==> config.mk <==
export PLATFORM = sky130hd
export DESIGN_NAME = ins_decode_stage
export DESIGN_NICKNAME = d
export VERILOG_FILES = /design/src/rtl/ins_decode_stage.sv
export SDC_FILE = /design/constraint.sdc
export NUM_CORES = 1
export LEC_CHECK = 0
export ABC_AREA = 1
export CORE_ASPECT_RATIO = 1.75
export CORE_MARGIN = 2
export CORE_UTILIZATION = 40
export DETAILED_ROUTE_END_ITERATION = 8
export PLACE_DENSITY = 0.69
export SYNTH_ARGS = -nofsm -noshare
export SYNTH_HDL_FRONTEND = slang
export SYNTH_SLANG_ARGS = --single-unit
==> constraint.sdc <==
create_clock -name clk -period 6 [get_ports clk]
set_input_delay 0.6 -clock clk [delete_from_list [all_inputs] [get_ports clk]]
set_output_delay 0.6 -clock clk [all_outputs]
set_load 0.01 [all_outputs]
==> src/rtl/ins_decode_stage.sv <==
// MIPS instruction decode stage: decodes {instruction, pc} at accept time and
// buffers the decoded fields in a small queue so decode can run ahead of execute.
module ins_decode_stage #(
  parameter int PC_W  = 32,
  parameter int IMM_W = 32,
  parameter int DEPTH = 2
) (
  input  logic             clk,
  input  logic             reset,
  input  logic             flush,
  input  logic             in_valid,
  output logic             in_ready,
  input  logic [31:0]      instruction,
  input  logic [PC_W-1:0]  p_count,
  output logic             out_valid,
  input  logic             out_ready,
  output logic [1:0]       ins_type,
  output logic [5:0]       opcode,
  output logic [4:0]       rs,
  output logic [4:0]       rt,
  output logic [4:0]       rd,
  output logic [4:0]       shamt,
  output logic [5:0]       funct,
  output logic [IMM_W-1:0] imm_ext,
  output logic [PC_W-1:0]  br_target,
  output logic [PC_W-1:0]  j_target,
  output logic [PC_W-1:0]  pc_out
);

  localparam int PTR_W = (DEPTH > 1) ? $clog2(DEPTH) : 1;
  localparam int CNT_W = $clog2(DEPTH + 1);

  typedef struct packed {
    logic [1:0]       ins_type;
    logic [5:0]       opcode;
    logic [4:0]       rs;
    logic [4:0]       rt;
    logic [4:0]       rd;
    logic [4:0]       shamt;
    logic [5:0]       funct;
    logic [IMM_W-1:0] imm_ext;
    logic [PC_W-1:0]  br_target;
    logic [PC_W-1:0]  j_target;
    logic [PC_W-1:0]  pc;
  } entry_t;

  entry_t             mem [DEPTH];
  entry_t             dec;
  entry_t             head;
  logic [PTR_W-1:0]   wr_ptr;
  logic [PTR_W-1:0]   rd_ptr;
  logic [CNT_W-1:0]   count;
  logic [PC_W-1:0]    pc4;
  logic signed [15:0] imm_s;
  logic [5:0]         op;
  logic               push;
  logic               pop;

  function automatic logic [PTR_W-1:0] ptr_inc(input logic [PTR_W-1:0] p);
    return (p == PTR_W'(DEPTH - 1)) ? '0 : p + 1'b1;
  endfunction

  assign op    = instruction[31:26];
  assign imm_s = instruction[15:0];
  assign pc4   = p_count + PC_W'(4);

  // Fields outside the decoded type stay zero so nothing stale reaches execute.
  always_comb begin
    dec          = '0;
    dec.opcode   = op;
    dec.pc       = p_count;
    if (op == 6'h00) begin
      dec.ins_type = 2'd0;
      dec.rs       = instruction[25:21];
      dec.rt       = instruction[20:16];
      dec.rd       = instruction[15:11];
      dec.shamt    = instruction[10:6];
      dec.funct    = instruction[5:0];
    end else if (op == 6'h02 || op == 6'h03) begin
      dec.ins_type = 2'd2;
      dec.j_target = (pc4 & ~PC_W'(28'hFFF_FFFF)) | PC_W'({instruction[25:0], 2'b00});
      if (op == 6'h03) dec.rd = 5'd31;
    end else begin
      dec.ins_type  = 2'd1;
      dec.rs        = instruction[25:21];
      dec.rt        = instruction[20:16];
      dec.br_target = pc4 + (PC_W'(imm_s) << 2);
      case (op)
        6'h0C, 6'h0D, 6'h0E: dec.imm_ext = IMM_W'(instruction[15:0]);
        6'h0F:               dec.imm_ext = IMM_W'({instruction[15:0], 16'h0000});
        default:             dec.imm_ext = IMM_W'(imm_s);
      endcase
    end
  end

  assign in_ready  = (count != CNT_W'(DEPTH));
  assign out_valid = (count != '0);
  assign push      = in_valid && in_ready;
  assign pop       = out_valid && out_ready;

  always_ff @(posedge clk) begin
    if (reset) begin
      count  <= '0;
      wr_ptr <= '0;
      rd_ptr <= '0;
      for (int i = 0; i < DEPTH; i++) mem[i] <= '0;
    end else if (flush) begin
      count  <= '0;
      wr_ptr <= '0;
      rd_ptr <= '0;
    end else begin
      if (push) begin
        mem[wr_ptr] <= dec;
        wr_ptr      <= ptr_inc(wr_ptr);
      end
      if (pop) rd_ptr <= ptr_inc(rd_ptr);
      if (push && !pop)      count <= count + 1'b1;
      else if (pop && !push) count <= count - 1'b1;
    end
  end

  assign head      = mem[rd_ptr];
  assign ins_type  = head.ins_type;
  assign opcode    = head.opcode;
  assign rs        = head.rs;
  assign rt        = head.rt;
  assign rd        = head.rd;
  assign shamt     = head.shamt;
  assign funct     = head.funct;
  assign imm_ext   = head.imm_ext;
  assign br_target = head.br_target;
  assign j_target  = head.j_target;
  assign pc_out    = head.pc;

endmodule

# [After elaboration in Yosys (flattened, before gate mapping)]
# Memories as Yosys holds them, arrays and structs flattened. A register that Yosys moved wholly into a read port is not among the register bits.
# Index checks and enable logic that the tools add are counted.
[totals] regBits=4 ramBits=324 output_inout_bits=164 n_memories=1
[op_classes] n_addsub=6 n_eq_ne=7 n_mux=26 bitwise_logic=1 reduce_logical=13
[mem_list] name="mem" depth=2 word_bits=162 rd=1 rd_clocked_by_memory_dff=1 write_ports=2 line="47" rtl="entry_t mem [DEPTH];"
[op_table] operator="$mux W162" n=1
[op_table] operator="$reduce_or A162 Y1" n=1
[op_table] operator="$mux W96" n=1
[op_table] operator="$mux W64" n=1
[op_table] operator="$pmux W32 S2" n=1
[op_table] operator="$add A32 B3 Y32 const B" n=1
[op_table] operator="$add A32 B32 Y32" n=1
[op_table] operator="$mux W32" n=1
[op_table] operator="$or A32 B28 Y32" n=1
[op_table] operator="$eq A6 B4 Y1 const B" n=4
[op_table] operator="$mux W15" n=1
[op_table] operator="$eq A6 B2 Y1 const B" n=2
[op_table] operator="$mux W1" n=12
[op_table] operator="$mux W11" n=1
[op_table] operator="$mux W10" n=1
[op_table] operator="$mux W5" n=2
[op_table] operator="$mux W2" n=4
[op_table] operator="$logic_not A6 Y1" n=1
[op_table] operator="$logic_and A1 B1 Y1" n=4
[op_table] operator="$reduce_bool A2 Y1" n=2
[op_table] operator="$reduce_or A3 Y1" n=1
[op_table] operator="$add A1 B1 Y1 const B" n=2
[op_table] operator="$add A2 B1 Y2 const B" n=1
[op_table] operator="$logic_not A1 Y1" n=2
[op_table] operator="other kinds (4)" n=4

# [Logic depth before layout (Yosys ltp)]
# Gate-level depths: netlist of run 1.
[logic_depth] word_depth=8 mapped_depth=24

# [Worst setup path after synthesis of run 1]
# OpenSTA, ideal clock, no wires.
[synth_timing] kind="input-to-reg" startpoint="input in_valid" endpoint="memory mem[0][0] (netlist name), enable pin" t_arrival_ps=4031 path_slack_ps=653 cell_stages=6 path_cell_list="nand2_1 > nor4_1 > inv_2 > clkbuf_1 > clkbuf_1 > nand2_1"
[synth_lines] element="start, declared" line="11" rtl="input logic in_valid,"
[synth_lines] element="end, declared" line="47"

==> results of run 1 <==
==> Yosys cell counts, drive strengths merged <==
master	n	area share
a211oi	1	0.0012
ha	37	0.028
a21oi	37	0.011
nor2	344	0.081
mux2	160	0.11
nand2	239	0.055
o21bai	5	0.0022
nand3b	3	0.0013
buf	33	0.010
nand4	13	0.0052
xor2	22	0.012
o21ai	29	0.011
o22ai	2	0.00075
inv	177	0.040
fa	1	0.0012
or2	10	0.0037
dfxtp	5	0.0060
a21o	4	0.0018
edfxtp	320	0.57
and2	2	0.00075
clkbuf	29	0.0065
nor3	55	0.016
nor4	2	0.00075
conb	1	0.00022
nand3	67	0.022
xnor2	1	0.00052
==> through the flow <==
step,total power (W),std cells,hold slack (ns),setup WS [ns],instance area (sq um)
2_1_floorplan,0.003147,1600,0.4474,0.6529,16730
3_3_place_gp,0.003535,2331,0.4522,1.722,19570
3_5_place_dp,0.003548,2331,0.4681,1.663,19570
4_1_cts,0.005527,2384,0.4796,2.201,20580
5_1_grt,0.005680,2384,0.5462,1.901,20580
6_report,0.005495,2384,0.4778,2.201,20580
==> report_power, final <==
| part | internal [W] | switching [W] | total (W) |
|---|---|---|---|
| combinational | 0.000351 | 0.000503 | 0.000854 |
| sequential | 0.00261 | 0.0000314 | 0.00264 |
| clock | 0.00115 | 0.000853 | 0.00200 |
==> kinds of logic (layout without fill, tap and decap cells) <==
logic type                 Yosys count  count (layout)  share of synthesized area
xor gates and xnor gates            23              23                    0.01204
other                                1               2                  0.0002242
AOI/OAI and AO/OA                   78              78                    0.02820
muxes                              160             160                     0.1077
DFF                                325             325                     0.5804
and+or+nand+nor                    735             735                     0.1859
adders and majority gates           38              38                    0.02887
buffers and inverters              239             468                    0.05669
==> state kept, by name, indices dropped and copies added (netlist names), named ones only <==
name    flops
count       2
mem       320
rd_ptr      1
wr_ptr      1
==> area by class of cell <==
class / count / area, sq um / area share
repair buffers: 238 / 2400 / 0.1166
clock buffers: 30 / 729.5 / 0.03545
well taps: 555 / 694.4 / 0.03375
multi-input cells: 1036 / 6091 / 0.2960
flip-flops and latches: 325 / 9713 / 0.4721
clock inverters: 23 / 281.5 / 0.01368
inverters: 177 / 666.9 / 0.03241
==> per-layer routing <==
layer | up-vias | share of wire | GRT usage
met5 | - | 0.00039 | 0
met4 | 2 | 0.068 | 0.1361
met3 | 129 | 0.043 | 0.02127
met2 | 392 | 0.55 | 0.4247
met1 | 5923 | 0.34 | 0.2249
li1 | 5773 | - | -
==> cells in the final DEF (no fill, tap or decap), types with 2 or more instances in the layout <==
cell type | synthesis | layout
nor2_1 | 332 | 332
edfxtp_1 | 320 | 320
nand2_1 | 235 | 233
clkdlybuf4s50_1 | 0 | 230
inv_1 | 172 | 171
mux2_2 | 160 | 160
nand3_1 | 63 | 63
nor3_1 | 55 | 55
ha_1 | 37 | 37
a21oi_1 | 36 | 36
clkbuf_16 | 0 | 29
xor2_1 | 22 | 22
o21ai_0 | 19 | 19
nand4_1 | 12 | 12
clkinv_2 | 0 | 10
o21ai_2 | 10 | 10
or2_2 | 8 | 8
nor2_2 | 7 | 7
bufinv_16 | 0 | 6
o21bai_1 | 5 | 5
clkinv_1 | 0 | 5
buf_4 | 3 | 5
inv_2 | 5 | 4
nor2_4 | 4 | 4
a21o_1 | 4 | 4
dfxtp_1 | 5 | 4
nand2_2 | 3 | 3
nand2_4 | 1 | 3
nand3b_1 | 3 | 3
buf_12 | 0 | 3
nand3_4 | 2 | 2
nor4_1 | 2 | 2
nand3_2 | 2 | 2
o22ai_1 | 2 | 2
and2_1 | 2 | 2
conb_1 | 1 | 2
clkinvlp_4 | 0 | 2
==> worst min-delay path, stage by stage (launching register included) <==
cell	delay [ns]
dfxtp_1	0.30
inv_1	0.08
a21oi_1	0.06
==> worst paths after layout <==
| check | start | endpoint | slack (ns) | cells after the start |
|---|---|---|---|---|
| worst max-delay path | p_count[3] | mem[1][95]$_SDFFCE_PN0P_ | 2.20 | 21 |
| worst min-delay path | rd_ptr$_SDFFE_PP0P_ | flip-flop | 0.48 | 2 |
| worst max register to register | count[0]$_SDFFE_PP0P_ | mem[1][87]$_SDFFCE_PN0P_ | 2.82 | 7 |
| worst min register to register | rd_ptr$_SDFFE_PP0P_ | flip-flop | 0.48 | 2 |
==> metrics.txt, run 1 <==
TritonRoute pass-1 iters=5; Fill cells=~3700; DR WL/cell=~20 um; worst-margin pin slew=around 1 ns; largest net degree at the start of global routing=between 150 and 200; synthesis-to-finish area growth=22.99%; first-pass GRT wire length=roughly 70000 um; Req. time, crit path=between 6 and 7 ns; post-CTS resize count=0; ANT nets after route=0; setup bufs post-CTS=0; min Tclk post-route=between 3 and 4 ns; sequential share of the synthesized area=0.5804; Slew Limit Fails=0; fin crit share=0.6331; Mapped Area=16730 sq um; Worst Path Buf+Inv=4; DR vias=around 12000; DIE AREA=between 40000 and 50000 sq um; DRT iter0 DRCs=904; Ys Warns=0; Fmax=roughly 0.26 GHz; final WL=approximately 48000 um; total congestion overflow=0; leakage power=8.416 nW; Final Hold Violating Endpoints=0; Mean Syn Cell Area=around 10 sq um; RSZ-0062 raised after global routing=no; crit end category=flip-flop; Starting Density=0.4032; Reg clk slew, reported paths=0.07 ns; Cell variety after synth=42; setup violators final=0; status=complete, no violations; vias in the first global route=between 10000 and 15000; # IOs=about 230; most frequent CP cell=nand2_1; CP cell instances=clkdlybuf4s50_1, ha_1, inv_1, nor2_2, nand2_1, nor2_2, nand3_2, nor2_4, nand3_1, xor2_1, inv_1, ha_1, a21o_1, nor2_1, nand2_1, inv_1, nand2_1, a21oi_1, nand2_1, nand3_1, nor2_1; Vias/cell=between 5 and 6; CTS tree=done; clk root buf=clkbuf_16; Pwr Density=267.1 nW/um^2; crit start category=primary input; setup tns final=0 ns; clock sink count=~330; dpl hpwl=~34000 um; Layout Nets=~1900; CTS H-tree depth=1; clock skew=between 0.01 and 0.015 ns; Clock Latency Late Sink=around 0.56 ns; core region area=between 40000 and 50000 sq um; Slew headroom=0.3369; Slowest cell on crit path=clkdlybuf4s50_1; crit path max fanout=4; Site Rows=just under 100; Final Core Density=0.4959; Top delay family on crit path=simple AND/OR/NAND/NOR gates; antenna violations before repair=1; Worst Hold Class=flip-flop to flip-flop; Total GRT Usage=0.2212; gate count after technology mapping=between 1500 and 2000; Setup CP Type=primary input to flip-flop; Worst Path Arrival=around 4 ns; max cap viols=0; DRC viols=0; register bit total from synthesis=between 300 and 400; n_diodes=0; die height=274.5 um; Chip Width=between 150 and 200 um; worst vdd ir=~0.00017 V; Largest stage delay, worst path=~0.6 ns; cts bufs inserted=29; share of cells above drive strength 1=0.1449; Routability Congestion=between 0.9 and 1; CTS Hold Bufs=0; Clock Path Buffers=3; IO Port Bufs=230
Note: power is estimated with default switching activity, not from simulation.
==> run 2, diff against run 1 <==
--- a/config.mk
+++ b/config.mk
@@ -10,7 +10,7 @@
 export CORE_MARGIN = 2
 export CORE_UTILIZATION = 40
 export DETAILED_ROUTE_END_ITERATION = 8
-export PLACE_DENSITY = 0.69
+export PLACE_DENSITY = 0.72
 export SYNTH_ARGS = -nofsm -noshare
 export SYNTH_HDL_FRONTEND = slang
 export SYNTH_SLANG_ARGS = --single-unit
==> constraint.sdc (replaced) <==
create_clock -name clk -period 3.3 [get_ports clk]
set_input_delay 0.33 -clock clk [delete_from_list [all_inputs] [get_ports clk]]
set_output_delay 0.33 -clock clk [all_outputs]
set_load 0.01 [all_outputs]
==> run 2 against run 1 <==
Sequential power grew 81%; count of clock-buffer cells in the layout grew 5; wire length grew 3.8%; clock power grew 67%; flip-flop and latch count is the same; non-clock buffer count grew 137; register-to-register slack lost 1.9 ns; clock skew shrank 0.0028 ns; design area grew 5.1%.
==> metrics.txt, run 2 (synthesis gave the netlist of run 1 again) <==
Site Rows=99 (unchanged); fin crit share=0.9310; Chip Width=158.6 um (unchanged); share of cells above drive strength 1=0.2046 (+0.05969); Fmax=about 0.33 GHz; Req. time, crit path=3.59 ns (-2.69 ns); CTS tree=done; total congestion overflow=0 (unchanged); crit path max fanout=4 (unchanged); leakage power=9.072 nW (+7.8%); setup violators final=0 (unchanged); clock skew=0.008717 ns (-0.002795 ns); die height=274.5 um (unchanged); worst-margin pin slew=0.6642 ns (-0.3305 ns); R2R Path End=mem[0][88]$_SDFFCE_PN0P_; Total GRT Usage=0.2297 (+0.008542); synthesis-to-finish area growth=29.26%; clock sink count=325 (unchanged); antenna violations before repair=0 (-1); core region area=41500 sq um (unchanged); Top delay family on crit path=simple AND/OR/NAND/NOR gates; DRT iter0 DRCs=766 (-15%); min Tclk post-route=3.072 ns; Vias/cell=5.039 (-1.7%); # IOs=233 (unchanged); n_diodes=0 (unchanged); crit start category=primary input; ANT nets after route=0 (unchanged); clk root buf=clkbuf_16; most frequent CP cell=nor2_1; Final Core Density=0.5211 (+0.02527); Layout Nets=2050 (+7.1%); CTS H-tree depth=1 (unchanged); cts bufs inserted=28 (-3.4%); Fill cells=3648 (-2.6%); TritonRoute pass-1 iters=7 (+2); vias in the first global route=13122 (+4.2%); DR WL/cell=19.90 um (-1.8%); DP Area=20680 sq um (+5.7%); Reg clk slew, reported paths=0.07 ns (about the same); largest net degree at the start of global routing=80 (-50%); Reg2Reg Launch Point=count[0]$_SDFFE_PP0P_; DR vias=12699 (+3.9%); commonest non-fill, non-tap cell in the layout=nor2_1; max FFs per register=320 (unchanged); Design Area, Final=21620 sq um (+5.1%); Worst Path Arrival=3.37 ns (-0.71 ns); Clock Path Buffers=3 (unchanged); IO Port Bufs=230 (unchanged); setup slack, reg-to-reg=0.91 ns (-1.91 ns); max cap viols=0 (unchanged); Final Hold Violating Endpoints=0 (unchanged); Clock Latency Late Sink=0.56 ns (about the same); commonest cells after routing, fill and taps aside=nor2_1 (327), edfxtp_1 (320), nand2_1 (231); Worst Path Buf+Inv=3 (-1); Largest stage delay, worst path=0.55 ns (-0.05 ns); first-pass GRT wire length=74590 um (+3.6%); DIE AREA=43540 sq um (unchanged); crit end category=flip-flop; Slew Limit Fails=0 (unchanged); CTS Hold Bufs=0 (unchanged); hold path cells=3 (+1); Pwr Density=455.9 nW/um^2 (+71%); status=complete, no violations; Worst Hold End=mem[0][6]$_SDFFCE_PN0P_; Starting Density=0.4032 (unchanged); CP cell instances=clkdlybuf4s50_1, ha_1, inv_1, nor2_2, nand2_1, nor2_2, nand3_2, buf_4, xor2_1, ha_1, a21oi_1, nor2_1, nor2_1, nand2_1, a21oi_1, nand3_1, nand3_1, nor2_1; Worst Hold Class=primary input to flip-flop; RSZ-0062 raised after global routing=yes; dpl hpwl=37680 um (+9.5%); Slowest cell on crit path=clkdlybuf4s50_1; Routability Congestion=0.9106 (-7.5%); final WL=50140 um (+3.8%); DRC viols=0 (unchanged); Slew headroom=0.5567 (+0.2198); hold path start=p_count[6]; Setup CP Type=primary input to flip-flop; Reg with most FFs=mem; worst vdd ir=0.0003137 V (+90%); R2R cell count=7 (unchanged); Largest regs=mem: 320 flops, count: 2 flops
run 2: metal layers:
metal  up-vias  GRT usage  part of all wire
met4         0     0.1446             0.071
met2       374     0.4438              0.56
met3       135    0.02316             0.036
li1       6059          -                 -
met1      6131     0.2290              0.33
met5         -          0                 0
run 2: worst register-to-register path, stage by stage, from the launching register on:
cell and delay (ns):
dfxtp_1 0.34, inv_2 0.07, nand2_1 0.07, nand2_1 0.08
nor4_1 0.38, inv_4 0.31, nand2_8 0.46, buf_4 0.36
run 2: where the power goes:
group | total (W) | switching, W | internal (W) | leakage [nW]
combinational | 0.00173 | 0.000960 | 0.000773 | 5.27
clock | 0.00334 | 0.00149 | 0.00184 | 0.435
sequential | 0.00479 | 0.0000515 | 0.00474 | 3.37
total | 0.00986 | 0.00250 | 0.00736 | 9.07
run 2: through the flow:
| stage | worst slack (ns) | hold WS [ns] | power, W | TNS [ns] | cells |
|---|---|---|---|---|---|
| final | 0.2275 | 0.2857 | 0.009859 | 0 | 2520 |
| after floorplan | 0.4687 | 0.4474 | 0.005695 | 0 | 1600 |
| after detailed placement | -0.4613 | 0.4570 | 0.006614 | -13.40 | 2468 |
| after CTS | 0.1202 | 0.3900 | 0.009901 | 0 | 2520 |
| after global routing | -0.02082 | 0.2860 | 0.01019 | -0.07784 | 2520 |
| after global placement | -0.4086 | 0.4483 | 0.006586 | -12.12 | 2468 |
run 2: repair_timing:
item                                    in CTS  in global routing
setup buffers                                0                  0
gates resized for setup                      0                 14
endpoints found under the setup margin       0                 21
run 2: area by class of cell:
class	count	area, sq um	area share
clock buffer	35	748.2	0.03460
inverter	177	669.4	0.03096
sequential	325	9713	0.4492
timing repair buffer	375	3498	0.1618
clock inverter	17	160.2	0.007406
multi-input combinational	1036	6141	0.2840
tap	555	694.4	0.03211
run 2: worst max path at each step:
stage          cells past startpoint             startpoint                  endpoint  slack (ns)
2_1_floorplan                      8  count[0]$_SDFFE_PP0P_   mem[0][0]$_SDFFCE_PN0P_        0.47
3_3_place_gp                      20             p_count[4]  mem[1][90]$_SDFFCE_PN0P_       -0.41
3_5_place_dp                      21             p_count[4]  mem[0][82]$_SDFFCE_PN0P_       -0.46
4_1_cts                           21             p_count[4]  mem[0][82]$_SDFFCE_PN0P_        0.12
5_1_grt                           21             p_count[2]  mem[0][82]$_SDFFCE_PN0P_       -0.02
6_report                          18             p_count[2]  mem[1][93]$_SDFFCE_PN0P_        0.23
==> run 3, diff against run 2 <==
--- a/config.mk
+++ b/config.mk
@@ -11,6 +11,7 @@
 export CORE_UTILIZATION = 40
 export DETAILED_ROUTE_END_ITERATION = 8
 export PLACE_DENSITY = 0.72
+export SKIP_LAST_GASP = 1
 export SYNTH_ARGS = -nofsm -noshare
 export SYNTH_HDL_FRONTEND = slang
 export SYNTH_SLANG_ARGS = --single-unit
==> results of run 3 <==
No change in the layout: final DEF, timing and power equal those of run 2.
